## src/rtl/lap_recorder_if.sv

```systemverilog
// Bus bundle between the lap recorder and its producer/consumer.
// The master drives the stopwatch sample, lap/clear controls and consumer ready.
interface lap_recorder_if #(
  parameter int unsigned DATA_WIDTH = 16,
  parameter int unsigned DEPTH      = 4
);
  localparam int unsigned LevelW = $clog2(DEPTH + 1);

  logic [DATA_WIDTH-1:0] count;
  logic                  lap;
  logic                  clear;
  logic [DATA_WIDTH-1:0] dout;
  logic                  dout_valid;
  logic                  dout_ready;
  logic                  full;
  logic                  empty;
  logic [LevelW-1:0]     level;
  logic                  overflow;

  modport master (
    output count, lap, clear, dout_ready,
    input  dout, dout_valid, full, empty, level, overflow
  );

  modport slave (
    input  count, lap, clear, dout_ready,
    output dout, dout_valid, full, empty, level, overflow
  );
endinterface

```

## src/rtl/lap_recorder.sv

```systemverilog
// Records split times (count delta since previous lap, modulo MAX+1) into a
// small first-word-fall-through FIFO drained through a valid/ready handshake.
module lap_recorder #(
  parameter int unsigned DATA_WIDTH = 16,
  parameter int unsigned MAX        = 99,
  parameter int unsigned DEPTH      = 4
) (
  input  logic          clk,
  input  logic          resetn,
  lap_recorder_if.slave bus
);
  localparam int unsigned PtrW   = $clog2(DEPTH);
  localparam int unsigned LevelW = $clog2(DEPTH + 1);
  localparam logic [DATA_WIDTH:0] Modulus = (DATA_WIDTH + 1)'(MAX + 1);

  logic [DATA_WIDTH-1:0] mem_q [DEPTH];
  logic [PtrW-1:0]       wr_ptr_q, wr_ptr_d, rd_ptr_q, rd_ptr_d;
  logic [LevelW-1:0]     level_q, level_d;
  logic [DATA_WIDTH-1:0] mark_q, mark_d;
  logic                  overflow_q, overflow_d;

  logic                  full, empty, push, pop;
  logic [DATA_WIDTH:0]   delta_ext;
  logic                  unused_delta_msb;

  assign empty = (level_q == '0);
  assign full  = (level_q == LevelW'(DEPTH));
  assign pop   = !bus.clear && !empty && bus.dout_ready;
  // A pop in the same cycle frees the slot, so a lap into a full FIFO still lands.
  assign push  = !bus.clear && bus.lap && (!full || pop);

  always_comb begin
    if (bus.count >= mark_q) begin
      delta_ext = {1'b0, bus.count} - {1'b0, mark_q};
    end else begin
      delta_ext = {1'b0, bus.count} + Modulus - {1'b0, mark_q};
    end
  end
  assign unused_delta_msb = delta_ext[DATA_WIDTH];

  always_comb begin
    wr_ptr_d   = wr_ptr_q;
    rd_ptr_d   = rd_ptr_q;
    level_d    = level_q;
    mark_d     = mark_q;
    overflow_d = overflow_q;
    if (bus.clear) begin
      wr_ptr_d   = '0;
      rd_ptr_d   = '0;
      level_d    = '0;
      mark_d     = '0;
      overflow_d = 1'b0;
    end else begin
      if (bus.lap) mark_d = bus.count;
      if (push) wr_ptr_d = wr_ptr_q + PtrW'(1);
      if (pop) rd_ptr_d = rd_ptr_q + PtrW'(1);
      if (push && !pop) begin
        level_d = level_q + LevelW'(1);
      end else if (!push && pop) begin
        level_d = level_q - LevelW'(1);
      end
      if (bus.lap && !push) overflow_d = 1'b1;
    end
  end

  always_ff @(posedge clk) begin
    if (!resetn) begin
      wr_ptr_q   <= '0;
      rd_ptr_q   <= '0;
      level_q    <= '0;
      mark_q     <= '0;
      overflow_q <= 1'b0;
    end else begin
      wr_ptr_q   <= wr_ptr_d;
      rd_ptr_q   <= rd_ptr_d;
      level_q    <= level_d;
      mark_q     <= mark_d;
      overflow_q <= overflow_d;
    end
  end

  // Storage is not reset; dout masking on empty hides stale contents.
  always_ff @(posedge clk) begin
    if (resetn && push) mem_q[wr_ptr_q] <= delta_ext[DATA_WIDTH-1:0];
  end

  assign bus.dout       = empty ? '0 : mem_q[rd_ptr_q];
  assign bus.dout_valid = !empty;
  assign bus.full       = full;
  assign bus.empty      = empty;
  assign bus.level      = level_q;
  assign bus.overflow   = overflow_q;
endmodule

```

## src/flat_wrapper.sv

```systemverilog
// flat-port wrapper written by rule: the top's interface ports become plain ports
module lap_recorder_flat 
#(
  parameter int unsigned DATA_WIDTH = 16,
  parameter int unsigned MAX        = 99,
  parameter int unsigned DEPTH      = 4
)
  (clk, resetn, bus_count, bus_lap, bus_clear, bus_dout_ready, bus_dout, bus_dout_valid, bus_full, bus_empty, bus_level, bus_overflow);
  lap_recorder_if #(.DATA_WIDTH(DATA_WIDTH), .DEPTH(DEPTH)) bus_i ();
  input  logic clk;
  input  logic resetn;
  input wire logic [$bits(bus_i.count)-1:0] bus_count;
  input wire logic [$bits(bus_i.lap)-1:0] bus_lap;
  input wire logic [$bits(bus_i.clear)-1:0] bus_clear;
  input wire logic [$bits(bus_i.dout_ready)-1:0] bus_dout_ready;
  output wire logic [$bits(bus_i.dout)-1:0] bus_dout;
  output wire logic [$bits(bus_i.dout_valid)-1:0] bus_dout_valid;
  output wire logic [$bits(bus_i.full)-1:0] bus_full;
  output wire logic [$bits(bus_i.empty)-1:0] bus_empty;
  output wire logic [$bits(bus_i.level)-1:0] bus_level;
  output wire logic [$bits(bus_i.overflow)-1:0] bus_overflow;
  assign bus_i.count = bus_count;
  assign bus_i.lap = bus_lap;
  assign bus_i.clear = bus_clear;
  assign bus_i.dout_ready = bus_dout_ready;
  assign bus_dout = bus_i.dout;
  assign bus_dout_valid = bus_i.dout_valid;
  assign bus_full = bus_i.full;
  assign bus_empty = bus_i.empty;
  assign bus_level = bus_i.level;
  assign bus_overflow = bus_i.overflow;
  lap_recorder #(.DATA_WIDTH(DATA_WIDTH), .MAX(MAX), .DEPTH(DEPTH)) u_core (.clk(clk), .resetn(resetn), .bus(bus_i));
endmodule
```

## config.mk

```make
export PLATFORM = sky130hd
export DESIGN_NAME = lap_recorder_flat
export DESIGN_NICKNAME = d
export VERILOG_FILES = /design/src/rtl/lap_recorder_if.sv /design/src/rtl/lap_recorder.sv /design/src/flat_wrapper.sv
export SDC_FILE = /design/constraint.sdc
export NUM_CORES = 1
export LEC_CHECK = 0
export ABC_AREA = 1
export ABC_CLOCK_PERIOD_IN_PS = 2500
export BUFFER_PORTS_ARGS = -buffer_cell sky130_fd_sc_hd__buf_4
export CORE_MARGIN = 2
export CORE_UTILIZATION = 45
export CTS_CLUSTER_DIAMETER = 80
export DETAILED_ROUTE_END_ITERATION = 12
export PLACE_DENSITY_LB_ADDON = 0.12
export SKIP_CTS_REPAIR_TIMING = 1
export SYNTH_ARGS = -nofsm -noshare
export SYNTH_HDL_FRONTEND = slang
export SYNTH_SLANG_ARGS = --single-unit
```

## constraint.sdc

```tcl
create_clock -name clk -period 2.5 [get_ports clk]
set_input_delay 0.5 -clock clk [delete_from_list [all_inputs] [get_ports clk]]
set_output_delay 0.5 -clock clk [all_outputs]
set_load 0.01 [all_outputs]
```

**Yosys cells after proc, flatten, opt, wreduce, memory -nomap -nowiden**

Memories as Yosys holds them, arrays and structs flattened. A register that Yosys moved wholly into a read port is not among the register bits.
Cells that the tools add are included.

- Output and inout bits: 23
- RAM bits: 64
- Memories kept: 1
- Flip-flop bits (word level): 24
- Input port bits: 21

Memories:

| name | depth | width | rd ports | clocked after memory_dff | write ports | RTL line | source |
|---|---|---|---|---|---|---|---|
| u_core.mem_q | 4 | 16 | 1 | 1 | 1 | lap_recorder.sv:16 | `logic [DATA_WIDTH-1:0] mem_q [DEPTH];` |

- Reductions and logical operators: 17
- $lt $le $gt $ge: 1
- Equal/unequal tests: 1
- Bitwise logic cells: 1
- $add $sub $neg: 7
- Muxes and demuxes: 8

Operators with widths:

| cell | count |
|---|---|
| $mux 16 | 2 |
| $sub 16x16->16 | 2 |
| $add 16x7->16 const B | 1 |
| $ge 16x16->1 | 1 |
| $logic_and 1x1->1 | 8 |
| $mux 3 | 2 |
| $logic_not 1->1 | 5 |
| $add 2x1->2 const B | 2 |
| $mux 2 | 2 |
| $add 3x1->3 const B | 1 |
| $eq 3x3->1 const B | 1 |
| $logic_not 3->1 | 1 |
| $sub 3x1->3 const B | 1 |
| $mux 1 | 2 |
| $reduce_bool 2->1 | 1 |
| $reduce_or 2->1 | 1 |
| $logic_or 1x1->1 | 1 |
| $not 1->1 | 1 |

**Logic depth before layout (Yosys ltp)**

Gate-level depths: netlist of run 1.

- Word-level depth: 10
- Depth in mapped cells: 15
- Gate-level depth less buffers: 15

**Worst setup path before layout of run 1**

OpenSTA, ideal clock, no wires.

- Kind: input to register
- Start: input bus_count[1]
- End: memory u_core.mem_q[0][7] (data pin)
- Setup time: 0.201 ns
- Path buffers: 0
- Setup slack: 0.235 ns
- Arrival: 2.064 ns
- Required time: 2.299 ns
- Stages: 10
- Cells stage by stage: ha_1 ha_1 inv_1 fa_1 nor2_1 nand3_1 nand2_1 nand2_1 xor2_1 o21ai_0

- Word-level cells in the longest chain between the ends: 3
- Elaborated cells between the ends (all ways): 5

RTL lines:

| what | RTL line | source |
|---|---|---|
| from (decl) | flat_wrapper.sv:12 | `input wire logic [$bits(bus_i.count)-1:0] bus_count;` |
| $add 16x7->16 | lap_recorder.sv:36 | `delta_ext = {1'b0, bus.count} + Modulus - {1'b0, mark_q};` |
| $sub 16x16->16 | lap_recorder.sv:36 |  |
| $mux 16 (*) | lap_recorder.sv:33 | `if (bus.count >= mark_q) begin` |
| via u_core.delta_ext[7] | lap_recorder.sv:23 | `logic [DATA_WIDTH:0] delta_ext;` |
| to (decl) | lap_recorder.sv:16 |  |

The timed path passes the listed nets; every way through them passes the cells marked *.

**Worst setup path after layout of run 1**

- Start: register u_core.mark_q[8]
- End: memory u_core.mem_q[2][14] (data pin)

- Word-level cells in the longest chain between the ends: 2
- Elaborated cells between the ends (all ways): 4

RTL lines:

| what | RTL line | source |
|---|---|---|
| from (decl) | lap_recorder.sv:19 | `logic [DATA_WIDTH-1:0] mark_q, mark_d;` |
| from (signal assigned) | lap_recorder.sv:77 | `mark_q <= mark_d;` |
| $sub 16x16->16, or another cell as far along | lap_recorder.sv:36 |  |
| $mux 16 (*) | lap_recorder.sv:33 |  |
| via u_core.delta_ext[14] | lap_recorder.sv:23 |  |

Marked as above.

==> results of run 1 <==
cells in the final DEF, fill, tap and decap left out, drive strengths merged:
cell | synthesis | layout
nand3 | 33 | 33
xnor2 | 2 | 2
nand3b | 3 | 3
nand2 | 178 | 178
buf | 7 | 79
bufinv | 0 | 1
xor2 | 11 | 11
o21bai | 2 | 2
edfxtp | 64 | 64
ha | 40 | 40
inv | 129 | 130
fa | 14 | 14
clkbuf | 11 | 10
o21a | 1 | 1
dfxtp | 26 | 26
and2 | 3 | 3
nor3 | 4 | 4
nand4 | 3 | 3
nor2 | 104 | 104
o21ai | 64 | 64
clkinv | 1 | 4
a21oi | 52 | 52
kinds of logic (layout without fill, tap and decap cells):
kind of cell    after synthesis  count (layout)  synth area share
compound gates              119             119             0.105
xor+xnor                     13              13            0.0193
fa+ha+maj                    54              54             0.132
buf+inv                     148             224            0.0988
flops                        90              90             0.414
simple gates                328             328             0.231
Yosys cell counts, types with 3 or more instances:
cell	instances	area [um2]
ha_1	40	500
o21ai_1	4	20.0
dfxtp_1	26	521
nand3_1	30	150
buf_2	4	20.0
inv_1	129	484
nand3b_1	3	22.5
nor2_1	101	379
nand3_2	3	30.0
nand2_2	6	37.5
xor2_1	11	96.3
nand2_1	171	642
and2_1	3	18.8
nand4_1	3	18.8
o21ai_0	60	300
a21oi_1	50	250
edfxtp_1	64	1920
fa_1	14	280
clkbuf_1	11	41.3
buf_6	3	33.8
area by class of cell:
cell class	instances	share of cell area
multi-input cells	514	0.417
well taps	172	0.0311
repair buffers	79	0.0874
clock inverters	5	0.00795
inverters	130	0.0704
clock buffers	10	0.0330
flip-flops and latches	90	0.353
layer usage:
metal,up-vias,track usage,part of all wire,wire length (um)
met3,19,0.0343,0.040,535
li1,2527,-,-,-
met1,2230,0.259,0.46,6260
met2,118,0.343,0.48,6430
met5,-,0,0,0
met4,0,0.0737,0.020,263
worst max-delay path, cell delays in order, from the launching register on:
cell and delay (ns):
dfxtp_1 0.30, inv_1 0.10, ha_1 0.18, inv_1 0.05
fa_1 0.59, inv_1 0.08, a21oi_1 0.12, nand2_1 0.10
a21oi_1 0.19, nand2_1 0.07, nand2_1 0.06, nand2_1 0.05
nand2_1 0.05, nand2_1 0.13
sequential cells by signal (all words and copies together), names as in the netlist, named ones only:
signal	count
u_core.bus.overflow	1
u_core.rd_ptr_q	2
u_core.bus.level	3
u_core.wr_ptr_q	2
u_core.mark_q	16
u_core.mem_q	64
worst paths after layout:
path	startpoint	to	slack [ns]	depth (start not counted)
min reg2reg	u_core.mark_q[3]	u_core.mark_q[3]	0.46	2
max reg2reg	u_core.mark_q[8]	u_core.mem_q[2][14]	0.14	13
min	bus_count[7]	u_core.mark_q[7]	0.44	3
max	u_core.mark_q[8]	u_core.mem_q[2][14]	0.14	13
power by group:
part	switching [mW]	internal, mW	leakage, nW
combinational	0.611	0.379	2.32
clock	0.560	0.768	0.138
sequential	0.0169	1.69	0.793
==> results.cfg, run 1 <==
[detailed_routing]
first_pass_iters = 5
drt_iter0_drc = 250
avgRoutedWirePerCell_um = 13.5
viasPerCell = 4.89
vias = 4894
wirelength_um = 13500
postRouteAntennaNets = 0
drc = 0

[logic_synthesis]
synth-seq-cells = 90
syn_area_per_cell_um2 = 7.85
async_flop_share = 0
synth_area_um2 = 5900
ys_warn_count = 0
postSynthNetCount = 827
synth_cell_types = 31
synth_seq_area_share = 0.414
synth_top_flop_cell = edfxtp_1
synth-edff-count = 64
synthCells = 752

[sta]
setup_ws_ns = 0.145
finalCritPeriodShare = 0.942
worst_slew_pin_slew_ns = 0.650
hold_violations = 0
maxSlewHeadroom = 0.566
grt_setup_unrepaired = yes
fmax_mhz = 425
maxSlewViolCount = 0
hold_slack_ns = 0.439
period_minus_slack_ns = 2.36
setup_viol = 0
finClkSkew_ns = 0.00868
fin_setup_tns_ns = 0

[layout]
fin_util = 0.545
regArea_um2 = 2440
drive_gt1_frac = 0.140
syn2layout_area_growth_pct = 17.4
insertedDiodeCount = 0
fillers = 1229
multi_input_area_um2 = 2890
final_cell_area_um2 = 6930
final_cells = 1000
nNetsFinal = 899

[floorplanning]
die_h_um = 119
die_area_um2 = 14000
core_um2 = 12700
io_pins = 44
core.rowCount = 41
initial_core_util = 0.464
die_x_um = 119

[placement]
gp_congestion = 0.921
placed_cell_area_um2 = 6630
pre_cts_slack_ns = -0.0920
hpwl_um = 10200
numPlacedInstances = 985
port_buffers = 43

[worst_setup_path]
crit_fanout = 5
start_kind = flip-flop
path_class = flip-flop to flip-flop
cp.required_ns = 2.56
crit_path_end_kind = flip-flop
arrival_ns = 2.42

[power]
leakage_nw = 3.25
power_mw = 4.02
pwr_density_cell_nw_per_um2 = 580
peakVddDrop_mv = 0.245

[clock_tree]
root_buffer = clkbuf_16
cts_made_buffers = 9
cts_tree = built
clk_latency_ns = 0.35
cts_sinks = 90
htree_levels = 3
cts_buffer_depth = 2
cts.clk_slew.worst_paths_ns = 0.06

[global_route]
grt-ovfl-total = 0
antenna_found_initial = 0
grt_pass1_wl_um = 22500
track_usage = 0.202
grt_pass1_vias = 4747
grt_max_degree = 25

[hold_path]
hold_class = primary input to flip-flop

[flow_run]
maxCapViolations = 0

[run_status]
status = completed
No activity file was read; power rests on OpenSTA's default activity.
==> run 2: changes to the inputs <==
--- a/config.mk
+++ b/config.mk
@@ -12,7 +12,7 @@
 export CORE_UTILIZATION = 45
 export CTS_CLUSTER_DIAMETER = 80
 export DETAILED_ROUTE_END_ITERATION = 12
-export PLACE_DENSITY_LB_ADDON = 0.12
+export PLACE_DENSITY = 0.62
 export SKIP_CTS_REPAIR_TIMING = 1
 export SYNTH_ARGS = -nofsm -noshare
 export SYNTH_HDL_FRONTEND = slang
==> run 2 against run 1 <==
Clock skew down 0.0018 ns. Sequential share of layout area up 0.070 points. Register-to-register slack worse by 0.02 ns. Power down 1.8%. Clock power down 7%. Count of clock-buffer cells in the layout down 1. Highest routed layer unchanged. Worst setup slack worse by 0.020 ns. Die area unchanged. Flip-flop and latch count unchanged. Final area down 0.20%.
==> results.cfg, run 2 (same netlist as run 1, synthesis figures left out) <==
[run_status]
status = completed

[global_route]
track_usage = 0.203
grt-ovfl-total = 0
grt_pass1_vias = 4674
grt_max_degree = 33
antenna_found_initial = 0
grt_pass1_wl_um = 22500

[worst_setup_path]
worstRegToRegCells = 15
r2r_start = u_core.mark_q[11]
crit_family = adder cells
arrival_ns = 2.45
r2r_end = u_core.mem_q[1][15]
r2r_setup_slack_ns = 0.13
cp_cell_sequence = inv_1, ha_1, inv_1, fa_2, inv_1, nand2_1, inv_1, nand2_1, inv_1, a21oi_2, nand2_1, nand2_1, nand2_1, nand2_1, nand2_1
cp.required_ns = 2.58
crit_top_cell = nand2_1
crit_path_top_delay_cell = fa_2
cp_num_buf_inv = 5
crit_fanout = 4
start_kind = flip-flop
crit_path_end_kind = flip-flop
path_class = flip-flop to flip-flop
max_stage_delay_ns = 0.57

[floorplanning]
die_h_um = 119
initial_core_util = 0.464
core.rowCount = 41
die_area_um2 = 14000
die_x_um = 119
io_pins = 44
core_um2 = 12700

[sta]
fmax_mhz = 421
period_minus_slack_ns = 2.37
maxSlewViolCount = 0
maxSlewHeadroom = 0.547
worst_slew_pin_slew_ns = 0.678
finalCritPeriodShare = 0.950
hold_violations = 0
setup_viol = 0
finClkSkew_ns = 0.00688

[placement]
numPlacedInstances = 982
port_buffers = 43
hpwl_um = 10500
gp_congestion = 0.903
placed_cell_area_um2 = 6610

[power]
leakage_nw = 3.23
peakVddDrop_mv = 0.262
power_mw = 3.95
pwr_density_cell_nw_per_um2 = 571

[hold_path]
hold_end = u_core.mark_q[3]
hold_class = primary input to flip-flop
holdPathStages = 3
hold_start = bus_count[3]

[detailed_routing]
first_pass_iters = 5
viasPerCell = 4.94
avgRoutedWirePerCell_um = 13.9
drc = 0
drt_iter0_drc = 282
postRouteAntennaNets = 0
vias = 4929
wirelength_um = 13900

[layout]
final_cells = 998
largest_register_ffs = 64
syn2layout_area_growth_pct = 17.2
nNetsFinal = 896
final_cell_area_um2 = 6920
final_cell_mix = 169 x nand2_1, 128 x inv_1, 100 x nor2_1
insertedDiodeCount = 0
layout_commonest_cell = nand2_1
largest_register = u_core.mem_q
drive_gt1_frac = 0.143

[clock_tree]
root_buffer = clkbuf_16
cts_made_buffers = 9
htree_levels = 3
cts.clk_slew.worst_paths_ns = 0.07
cts_sinks = 90
cts_buffer_depth = 2
clk_latency_ns = 0.34
cts_tree = built

[flow_run]
maxCapViolations = 0
run 2: power breakdown:
part / internal [mW] / switching (mW) / total, mW
clock: 0.670 / 0.568 / 1.24
sequential: 1.69 / 0.0172 / 1.70
combinational: 0.385 / 0.624 / 1.01
total: 2.74 / 1.21 / 3.95
run 2: cell type report:
cell class,instances,area [um2]
fill,1233,5810
multi-input combinational,514,2910
sequential,90,2440
timing repair buffer,76,583
inverter,130,492
clock buffer,9,225
tap,172,215
clock inverter,7,42.5
run 2: worst min-delay path, stage by stage:
cell and delay, ns:
buf_4 0.09, o21ai_0 0.06, a21oi_1 0.10
run 2: routing by layer:
layer | part of all wire | vias up | GRT usage
met2 | 0.49 | 105 | 0.352
met3 | 0.045 | 7 | 0.0343
li1 | - | 2521 | -
met1 | 0.46 | 2296 | 0.261
met4 | 0.0065 | 0 | 0.0536
met5 | 0 | - | 0
run 2: metrics by stage:
| stage | hold slack (ns) | TNS, ns | utilization | setup WS [ns] |
|---|---|---|---|---|
| final | 0.439 | 0 | 0.544 | 0.125 |
| after CTS | 0.434 | 0 | 0.540 | 0.0433 |
| after floorplan | 0.437 | 0 | - | 0.235 |
| after detailed placement | 0.458 | -1.73 | 0.519 | -0.132 |
| after global routing | 0.456 | -0.000275 | 0.544 | -0.000275 |
| after global placement | 0.447 | -0.317 | 0.519 | -0.0713 |
run 2: how the worst max path moves through the flow:
stage / start / to / slack, ns / depth (start not counted)
after floorplan: bus_count[1] / u_core.mem_q[0][7] / 0.24 / 10
after global placement: bus_count[11] / u_core.mem_q[3][15] / -0.07 / 15
after detailed placement: bus_count[1] / u_core.mem_q[1][7] / -0.13 / 11
after CTS: flip-flop / bus_dout[7] / 0.04 / 4
after global routing: u_core.mark_q[11] / u_core.mem_q[1][15] / -0.0003 / 15
final: u_core.mark_q[11] / u_core.mem_q[1][15] / 0.13 / 15
==> run 3: changes to the inputs <==
--- a/config.mk
+++ b/config.mk
@@ -8,7 +8,6 @@
 export ABC_AREA = 1
 export ABC_CLOCK_PERIOD_IN_PS = 2500
 export BUFFER_PORTS_ARGS = -buffer_cell sky130_fd_sc_hd__buf_4
-export CORE_MARGIN = 2
 export CORE_UTILIZATION = 45
 export CTS_CLUSTER_DIAMETER = 80
 export DETAILED_ROUTE_END_ITERATION = 12
==> run 3 against run 2 <==
Power rose by 2.8%. Register-to-register slack improved by 0.02 ns. Worst setup slack improved by 0.017 ns. Largest power group unchanged. Core utilization rose by 0.25 points. Flip-flop and latch count did not move. Count of clock-buffer cells in the layout rose by 1. Sequential share of layout area fell by 0.16 points. Final area rose by 0.45%.
==> results.cfg, run 3 (same netlist as run 1, synthesis figures left out) <==
[worst_setup_path]
path_class = flip-flop to flip-flop
worstRegToRegCells = 13
cp.required_ns = 2.57
crit_fanout = 4
r2r_setup_slack_ns = 0.14
arrival_ns = 2.42
r2r_start = u_core.mark_q[1]
cp-endpoint = u_core.mem_q[0][11]
startpoint = u_core.mark_q[1]
r2r_end = u_core.mem_q[0][11]
start_kind = flip-flop
crit_path_end_kind = flip-flop

[layout]
largest_register_ffs = 64
final_cells = 1002
regArea_um2 = 2440
largest_register = u_core.mem_q
nNetsFinal = 900
drive_gt1_frac = 0.148
multi_input_area_um2 = 2900
syn2layout_area_growth_pct = 17.7
layout_commonest_cell = nand2_1
final_cell_mix = 168 x nand2_1, 127 x inv_1, 100 x nor2_1
fillers = 1257
insertedDiodeCount = 0
fin_util = 0.546

[detailed_routing]
viasPerCell = 4.80
avgRoutedWirePerCell_um = 13.5
vias = 4809
first_pass_iters = 4
drc = 0
postRouteAntennaNets = 0
drt_iter0_drc = 250
wirelength_um = 13500

[clock_tree]
cts_sinks = 90
cts_made_buffers = 9
cts.clk_slew.worst_paths_ns = 0.06
cts_tree = built
root_buffer = clkbuf_16
cts_buffer_depth = 2
clk_latency_ns = 0.34
htree_levels = 3

[global_route]
grt-ovfl-total = 0
grt_max_degree = 33
grt_pass1_vias = 4543
track_usage = 0.214
antenna_found_initial = 0
grt_pass1_wl_um = 21700

[sta]
fin_setup_tns_ns = 0
finalCritPeriodShare = 0.943
maxSlewViolCount = 0
fmax_mhz = 424
finClkSkew_ns = 0.00561
maxSlewHeadroom = 0.557
worst_slew_pin_slew_ns = 0.664
period_minus_slack_ns = 2.36
hold_violations = 0
setup_viol = 0
setup_ws_ns = 0.142

[power]
p_switching_mw = 1.21
peakVddDrop_mv = 0.246
clkPwrFrac = 0.334
p_seq_frac = 0.419
intPower_mw = 2.85
leakage_nw = 3.25
power_frac_comb = 0.247
pwr_density_cell_nw_per_um2 = 584
swShare = 0.299
power_mw = 4.06

[floorplanning]
initial_core_util = 0.464
core_um2 = 12700
die_area_um2 = 13600
die_x_um = 117
core.rowCount = 41
io_pins = 44
die_h_um = 117

[placement]
numPlacedInstances = 986
port_buffers = 43
gp_congestion = 0.921
hpwl_um = 10200
pre_cts_slack_ns = -0.141

[run_status]
status = completed

[hold_path]
hold_class = primary input to flip-flop

[flow_run]
maxCapViolations = 0
==> run 3: changes by cell type in the layout (fill, tap and decap cells not counted), sizes merged <==
| cell | before | now |
|---|---|---|
| clkbuf | 9 | 10 |
| buf | 76 | 80 |
| bufinv | 0 | 1 |
| clkinv | 5 | 3 |
==> run 3: per-stage QoR <==
stage	instance area [um2]	hold WS, ns
after global routing	6950	0.469
after detailed placement	6620	0.457
final	6950	0.438
after floorplan	5900	0.437
after CTS	6920	0.432
after global placement	6620	0.448
==> run 3: final cells by class <==
| class | instances | share of cell area |
|---|---|---|
| multi-input combinational | 514 | 0.418 |
| inverter | 130 | 0.0708 |
| sequential | 90 | 0.352 |
| clock inverter | 6 | 0.00919 |
| clock buffer | 10 | 0.0330 |
| tap | 172 | 0.0310 |
| timing repair buffer | 80 | 0.0865 |
==> run 3: routing by layer <==
| metal | routed length, um | share of wire | global-route usage |
|---|---|---|---|
| met1 | 6440 | 0.48 | 0.278 |
| met2 | 6480 | 0.48 | 0.364 |
| met3 | 353 | 0.026 | 0.0228 |
| met4 | 252 | 0.019 | 0.0872 |
| met5 | 0 | 0 | 0 |
==> run 3: worst min-delay path by stage <==
stage / start / endpoint / cells after the start
after floorplan: u_core.mark_q[3] / u_core.mark_q[3] / 2
after global placement: u_core.mark_q[3] / u_core.mark_q[3] / 2
after detailed placement: u_core.mark_q[7] / u_core.mark_q[7] / 2
after CTS: bus_count[6] / u_core.mark_q[6] / 3
after global routing: bus_count[2] / u_core.mark_q[2] / 3
final: bus_count[6] / u_core.mark_q[6] / 3
==> run 3: power groups by stage <==
stage               logic (mW)  registers (mW)  clock network (mW)
finish                    1.00            1.70                1.36
floorplan                0.642            1.73                   0
global placement         0.967            1.73                   0
CTS                      0.991            1.70                1.39
global route              1.13            1.71                1.44
detailed placement       0.987            1.74                   0
==> run 3: critical path: stages, from the launching register on <==
cell      delay (ns)
dfxtp_2         0.35
inv_1           0.05
ha_1            0.31
ha_1            0.16
inv_1           0.06
fa_1            0.41
nor2_2          0.14
nand3_2         0.10
nand2_2         0.09
nand3b_1        0.11
nand2_1         0.08
nand2_1         0.06
nand3_2         0.06
nand2_1         0.11
